## config.mk

```make
export PLATFORM = sky130hd
export DESIGN_NAME = ad9945_cfg_sched_flat
export DESIGN_NICKNAME = d
export VERILOG_FILES = /design/src/rtl/ad9945_cfg_sched_if.sv /design/src/rtl/ad9945_cfg_sched.sv /design/src/flat_wrapper.sv
export SDC_FILE = /design/constraint.sdc
export NUM_CORES = 1
export LEC_CHECK = 0
export BUFFER_PORTS_ARGS = -buffer_cell sky130_fd_sc_hd__buf_2
export CAP_MARGIN = 40
export CORE_ASPECT_RATIO = 0.75
export CORE_MARGIN = 2
export CORE_UTILIZATION = 60
export CTS_CLUSTER_SIZE = 12
export DETAILED_ROUTE_END_ITERATION = 16
export PLACE_DENSITY = 0.83
export SLEW_MARGIN = 10
export SYNTH_ARGS = -nofsm -noshare
export SYNTH_HDL_FRONTEND = slang
export SYNTH_SLANG_ARGS = --single-unit
```

## constraint.sdc

```tcl
create_clock -name sys_clk -period 3.6 [get_ports sys_clk]
set_input_delay 0.18 -clock sys_clk [delete_from_list [all_inputs] [get_ports sys_clk]]
set_output_delay 0.18 -clock sys_clk [all_outputs]
set_load 0.02 [all_outputs]
```

## src/rtl/ad9945_cfg_sched_if.sv

```systemverilog
// Write-request bundle for the AD9945 config scheduler:
// host register write port plus the AGC gain update port.
interface ad9945_cfg_sched_if;
    logic       host_valid;
    logic       host_ready;
    logic [1:0] host_addr;
    logic [9:0] host_data;
    logic       agc_valid;
    logic       agc_ready;
    logic [9:0] agc_gain;

    modport master (
        output host_valid, host_addr, host_data,
        output agc_valid, agc_gain,
        input  host_ready, agc_ready
    );

    modport slave (
        input  host_valid, host_addr, host_data,
        input  agc_valid, agc_gain,
        output host_ready, agc_ready
    );
endinterface

```

## src/rtl/ad9945_cfg_sched.sv

```systemverilog
// AD9945 config scheduler: shadow regs, host/AGC arbitration, cfg_en framing.
// Optional boot-time frame enabled by AD9945_SCHED_AUTOCFG_EN.
module ad9945_cfg_sched #(
    parameter int PULSE_CYCLES   = 48,
    parameter int FRAME_CYCLES   = 1152,
    parameter int GAP_CYCLES     = 48,
    parameter int STARTUP_CYCLES = 100000
) (
    input  logic               sys_clk,
    input  logic               sys_rst,
    ad9945_cfg_sched_if.slave  wr,
    output logic [6:0]         Oper,
    output logic [6:0]         Ctrl,
    output logic [7:0]         Clamp,
    output logic [9:0]         VGA_Gain,
    output logic               cfg_en,
    output logic               busy,
    output logic [15:0]        frame_cnt
);

    localparam int M0   = (PULSE_CYCLES > FRAME_CYCLES) ? PULSE_CYCLES : FRAME_CYCLES;
    localparam int M1   = (M0 > GAP_CYCLES) ? M0 : GAP_CYCLES;
    localparam int CMAX = (M1 > STARTUP_CYCLES) ? M1 : STARTUP_CYCLES;
    localparam int CW   = $clog2(CMAX + 1);

    typedef enum logic [2:0] {
        S_IDLE,
        S_PULSE,
        S_WAIT,
        S_GAP,
        S_BOOT
    } state_t;

    state_t        state, state_nxt;
    logic [CW-1:0] cnt, cnt_nxt;
    logic          dirty;
    logic          launch;
    logic          boot_done;

    logic [6:0]    oper_sh;
    logic [6:0]    ctrl_sh;
    logic [7:0]    clamp_sh;
    logic [9:0]    gain_sh;

    logic          host_wr;
    logic          agc_wr;

    // Host has fixed priority; a blocked AGC request simply waits.
    assign wr.host_ready = 1'b1;
    assign wr.agc_ready  = ~wr.host_valid;
    assign host_wr       = wr.host_valid;
    assign agc_wr        = wr.agc_valid & ~wr.host_valid;

    assign cfg_en = (state == S_PULSE);
    assign busy   = (state != S_IDLE);

    always_comb begin
        state_nxt = state;
        cnt_nxt   = cnt;
        launch    = 1'b0;
        boot_done = 1'b0;
        if (cnt != '0) cnt_nxt = cnt - 1'b1;
        unique case (state)
            S_IDLE: begin
                if (dirty) begin
                    state_nxt = S_PULSE;
                    cnt_nxt   = CW'(PULSE_CYCLES - 1);
                    launch    = 1'b1;
                end
            end
            S_PULSE: begin
                if (cnt == '0) begin
                    state_nxt = S_WAIT;
                    cnt_nxt   = CW'(FRAME_CYCLES - 1);
                end
            end
            S_WAIT: begin
                if (cnt == '0) begin
                    state_nxt = S_GAP;
                    cnt_nxt   = CW'(GAP_CYCLES - 1);
                end
            end
            S_GAP: begin
                if (cnt == '0) begin
                    if (dirty) begin
                        state_nxt = S_PULSE;
                        cnt_nxt   = CW'(PULSE_CYCLES - 1);
                        launch    = 1'b1;
                    end else begin
                        state_nxt = S_IDLE;
                    end
                end
            end
            S_BOOT: begin
                if (cnt == '0) begin
                    state_nxt = S_IDLE;
                    boot_done = 1'b1;
                end
            end
            default: state_nxt = S_IDLE;
        endcase
    end

    always_ff @(posedge sys_clk) begin
        if (sys_rst) begin
`ifdef AD9945_SCHED_AUTOCFG_EN
            state <= S_BOOT;
            cnt   <= CW'(STARTUP_CYCLES - 1);
`else
            state <= S_IDLE;
            cnt   <= '0;
`endif
            dirty     <= 1'b0;
            frame_cnt <= '0;
            oper_sh   <= '0;
            ctrl_sh   <= '0;
            clamp_sh  <= 8'd128;
            gain_sh   <= '0;
            Oper      <= '0;
            Ctrl      <= '0;
            Clamp     <= 8'd128;
            VGA_Gain  <= '0;
        end else begin
            state <= state_nxt;
            cnt   <= cnt_nxt;
            if (host_wr) begin
                unique case (wr.host_addr)
                    2'd0: oper_sh  <= wr.host_data[6:0];
                    2'd1: ctrl_sh  <= wr.host_data[6:0];
                    2'd2: clamp_sh <= wr.host_data[7:0];
                    2'd3: gain_sh  <= wr.host_data;
                    default: ;
                endcase
            end else if (agc_wr) begin
                gain_sh <= wr.agc_gain;
            end
            // Live values only move at launch; a same-cycle write re-arms dirty.
            if (launch) begin
                Oper      <= oper_sh;
                Ctrl      <= ctrl_sh;
                Clamp     <= clamp_sh;
                VGA_Gain  <= gain_sh;
                frame_cnt <= frame_cnt + 16'd1;
            end
            if (host_wr || agc_wr || boot_done) dirty <= 1'b1;
            else if (launch) dirty <= 1'b0;
        end
    end

endmodule

```

## src/flat_wrapper.sv

```systemverilog
// flat-port wrapper written by rule: the top's interface ports become plain ports
module ad9945_cfg_sched_flat 
#(
    parameter int PULSE_CYCLES   = 48,
    parameter int FRAME_CYCLES   = 1152,
    parameter int GAP_CYCLES     = 48,
    parameter int STARTUP_CYCLES = 100000
)
  (sys_clk, sys_rst, Oper, Ctrl, Clamp, VGA_Gain, cfg_en, busy, frame_cnt, wr_host_valid, wr_host_addr, wr_host_data, wr_agc_valid, wr_agc_gain, wr_host_ready, wr_agc_ready);
  ad9945_cfg_sched_if wr_i ();
  input  logic sys_clk;
  input  logic sys_rst;
  output logic [6:0] Oper;
  output logic [6:0] Ctrl;
  output logic [7:0] Clamp;
  output logic [9:0] VGA_Gain;
  output logic cfg_en;
  output logic busy;
  output logic [15:0] frame_cnt;
  input wire logic [$bits(wr_i.host_valid)-1:0] wr_host_valid;
  input wire logic [$bits(wr_i.host_addr)-1:0] wr_host_addr;
  input wire logic [$bits(wr_i.host_data)-1:0] wr_host_data;
  input wire logic [$bits(wr_i.agc_valid)-1:0] wr_agc_valid;
  input wire logic [$bits(wr_i.agc_gain)-1:0] wr_agc_gain;
  output wire logic [$bits(wr_i.host_ready)-1:0] wr_host_ready;
  output wire logic [$bits(wr_i.agc_ready)-1:0] wr_agc_ready;
  assign wr_i.host_valid = wr_host_valid;
  assign wr_i.host_addr = wr_host_addr;
  assign wr_i.host_data = wr_host_data;
  assign wr_i.agc_valid = wr_agc_valid;
  assign wr_i.agc_gain = wr_agc_gain;
  assign wr_host_ready = wr_i.host_ready;
  assign wr_agc_ready = wr_i.agc_ready;
  ad9945_cfg_sched #(.PULSE_CYCLES(PULSE_CYCLES), .FRAME_CYCLES(FRAME_CYCLES), .GAP_CYCLES(GAP_CYCLES), .STARTUP_CYCLES(STARTUP_CYCLES)) u_core (.sys_clk(sys_clk), .sys_rst(sys_rst), .wr(wr_i), .Oper(Oper), .Ctrl(Ctrl), .Clamp(Clamp), .VGA_Gain(VGA_Gain), .cfg_en(cfg_en), .busy(busy), .frame_cnt(frame_cnt));
endmodule
```

==> metrics.cfg <==
[synth]
syn_nets = 493
synth_common_cells = 100 x dfxtp_1, 97 x nor2_1, 65 x mux2i_1, 21 x clkbuf_1, 14 x a211oi_1
synthTopCellsByArea = dfxtp_1 47%, mux2i_1 15%, nor2_1 8.5%, a211oi_1 2.4%, ha_1 2.3%
synth-main-ff-cell = dfxtp_1
synth_edf_count = 0
netlist_area_um2 = 4300
async_reset_ff_share_pct = 0
yosys.cell_count.top_type = dfxtp_1
synth_seq_cells = 100
yosysTopAreaCell = dfxtp_1
synth_top_area_share_pct = 46.6
seq_area_frac_synth_pct = 46.6
yosysUniqueCellTypes = 44
ys.warnings.count = 0
avgSynthCellArea_um2 = 9.37
syn_inst = 459

[power]
p_int_mw = 2.36
total_switching_power_mw = 1.42
p_leak_nw = 2.38
power_frac_clock_pct = 22.5
peakVddDrop_v = 0.000382
netSwitchingFraction_pct = 37.6
power_mw = 3.78
p_comb_share_pct = 40.8
power_frac_seq_pct = 36.7
powerDensity_nw_per_um2 = 751

[clock_network]
cts-buffers-inserted = 9
clkLatencyLatePin_ns = 0.37
cts.sinks = 100
cts_max_level = 3
cts_tree = yes
cts_hold_buffers = 0
clock_path_buffers = 2
cts_resized = 0
cts_root_buffer = clkbuf_8
cts.clk_slew.worst_paths_ns = 0.09
post_cts_buffers = 0

[route]
firstDrtPassIters = 5
drc = 0
drt_iter0_drc = 201
antenna_left = 0
routed_via_density = 5.63
vias = 3533
wl_um = 9790
avgRoutedWirePerCell_um = 15.6

[die]
die_h_um = 77.3
design.die.area_um2 = 7870
rows = 26
initial_utilization_pct = 62.7
pin_count = 78
core_um2 = 6860
fp.dieW_um = 102

[setup_path]
critPathMaxStageDelay_ns = 0.52
critical_path_required_ns = 3.88
critPathCaptureType = flop
crit_type = reg2reg
critPathMaxFanout = 34
worst-path-buf-inv = 3
crit_path_start_kind = flop
arrival_ns = 2.99
crit_path_top_delay_cell = or4b_1
crit_family = simple AND/OR/NAND/NOR gates
crit_path_cell_trace = inv_1 > ha_1 > or4b_1 > nor4_4 > buf_4 > inv_1 > ha_1 > nor2_1 > o31ai_1 > a211oi_1

[global_route]
antenna_found_initial = 0
grt_pass1_wl_um = 15700
grt_pass1_vias = 3264
track_usage_pct = 25.4
grt_start_max_net_pins = 45
gr-total-overflow = 0

[finish]
nets = 560
drive_gt1_share_pct = 20.4
diodes = 0
area_growth_pct = 17.0

[timing]
relSlewSlack_pct = 45.8
setup_slack_ns = 0.885
slew_violations = 0
finalHoldViolations = 0
setup_tns_ns = 0
fin_crit_ns = 2.71
rsz0062_at_grt = false
worstMarginPinSlew_ns = 0.805
fmaxAchievable_mhz = 368
setup_viol = 0
min_period_over_period_pct = 75.4
fin_skew_ns = 0.00785

[placed_design]
hpwl_um = 6870
portBuffers = 76
gp_congestion = 0.875
dp_slack_ns = 0.940

[hold_path]
hp-class = in2reg

[run]
drv_cap = 0

[outcome]
status = finished, final reports clean

-- stage by stage --
| step | cells | utilization (%) | hold WS (ns) | instance area (um2) |
|---|---|---|---|---|
| 3_3_place_gp | 611 | 69.1 | 0.444 | 4750 |
| 6_report | 628 | 73.3 | 0.119 | 5030 |
| 5_1_grt | 628 | 73.3 | 0.116 | 5030 |
| 2_1_floorplan | 459 | - | 0.324 | 4300 |
| 3_5_place_dp | 613 | 69.8 | 0.451 | 4790 |
| 4_1_cts | 628 | 73.3 | 0.112 | 5030 |
-- worst reg2reg max path, delay by kind of cell (launching register included) --
family	cells	cell delay, ns
fa+ha+maj	2	0.36
compound gates	2	0.36
flops	1	0.36
simple gates	3	0.91
buf+inv	3	0.64
-- final cells by class --
cell class,instances,area (um2)
fill,501,1830
clock buffer,9,124
timing repair buffer,85,480
tap,98,123
clock inverter,6,113
sequential,100,2000
multi-input combinational,317,2140
inverter,13,48.8
-- registers in the layout, summed over array words and instances (netlist names) --
register          cells
u_core.Clamp          8
u_core.cnt           17
u_core.gain_sh       10
u_core.state          2
u_core.dirty          1
u_core.VGA_Gain      10
u_core.ctrl_sh        7
u_core.oper_sh        7
u_core.Ctrl           7
u_core.frame_cnt     16
u_core.clamp_sh       8
u_core.Oper           7
-- metal layers --
layer | up-vias | global-route usage (%) | wire length, um
li1 | 1742 | - | -
met4 | 0 | 10.7 | 261
met1 | 1648 | 34.3 | 4470
met5 | - | 0 | 0
met3 | 23 | 6.47 | 571
met2 | 120 | 38.6 | 4490
-- worst paths after layout --
kind	slack [ns]	to	depth (start not counted)	from
max	0.89	u_core.cnt[0]	10	u_core.cnt[0]
min	0.12	u_core.dirty	3	wr_agc_valid
max reg2reg	0.89	u_core.cnt[0]	10	u_core.cnt[0]
min reg2reg	0.48	u_core.clamp_sh[7]	1	u_core.clamp_sh[7]
-- power by group through the flow --
stage / sequential [mW] / clock (mW) / combinational (mW)
floorplan: 1.41 / 0 / 1.16
global placement: 1.40 / 0 / 1.44
detailed placement: 1.41 / 0 / 1.52
CTS: 1.38 / 0.849 / 1.53
global route: 1.41 / 0.900 / 1.68
finish: 1.39 / 0.848 / 1.54
-- cell usage in the layout (no fill, tap or decap), types with 2 or more instances in the layout --
master | netlist | layout
a21oi_1 | 13 | 13
ha_1 | 8 | 8
nor2_1 | 97 | 97
bufinv_16 | 0 | 3
and3_1 | 5 | 5
or4_1 | 4 | 4
dfxtp_1 | 100 | 100
or4_4 | 3 | 3
o22ai_1 | 2 | 2
clkbuf_8 | 0 | 9
o211ai_1 | 6 | 6
nand3b_1 | 2 | 2
nand2_1 | 9 | 9
nor3_1 | 10 | 10
a211oi_1 | 14 | 14
o31ai_1 | 3 | 3
o2111ai_1 | 3 | 3
or3_1 | 7 | 7
o21ai_1 | 3 | 3
buf_4 | 1 | 7
nand3_1 | 4 | 4
inv_1 | 13 | 13
nor4_1 | 8 | 8
xnor2_1 | 11 | 11
xor2_1 | 11 | 11
buf_2 | 7 | 76
o21ai_0 | 9 | 8
mux2i_1 | 65 | 65
a31oi_1 | 2 | 2
nor4b_1 | 3 | 3
-- kinds of logic (layout without fill, tap and decap cells) --
| kind of cell | count (synthesis) | count (layout) | synth area share [%] |
|---|---|---|---|
| AO/OA/AOI/OAI | 61 | 61 | 9.28 |
| AND/OR/NAND/NOR | 159 | 159 | 17.9 |
| adder cells (fa/ha/maj) | 8 | 8 | 2.33 |
| flip-flops | 100 | 100 | 46.6 |
| other | 1 | 1 | 0.0872 |
| buffers and inverters | 42 | 113 | 3.96 |
| multiplexers | 66 | 66 | 15.4 |
| XOR/XNOR | 22 | 22 | 4.48 |
Power figures use the tool's default switching activity.
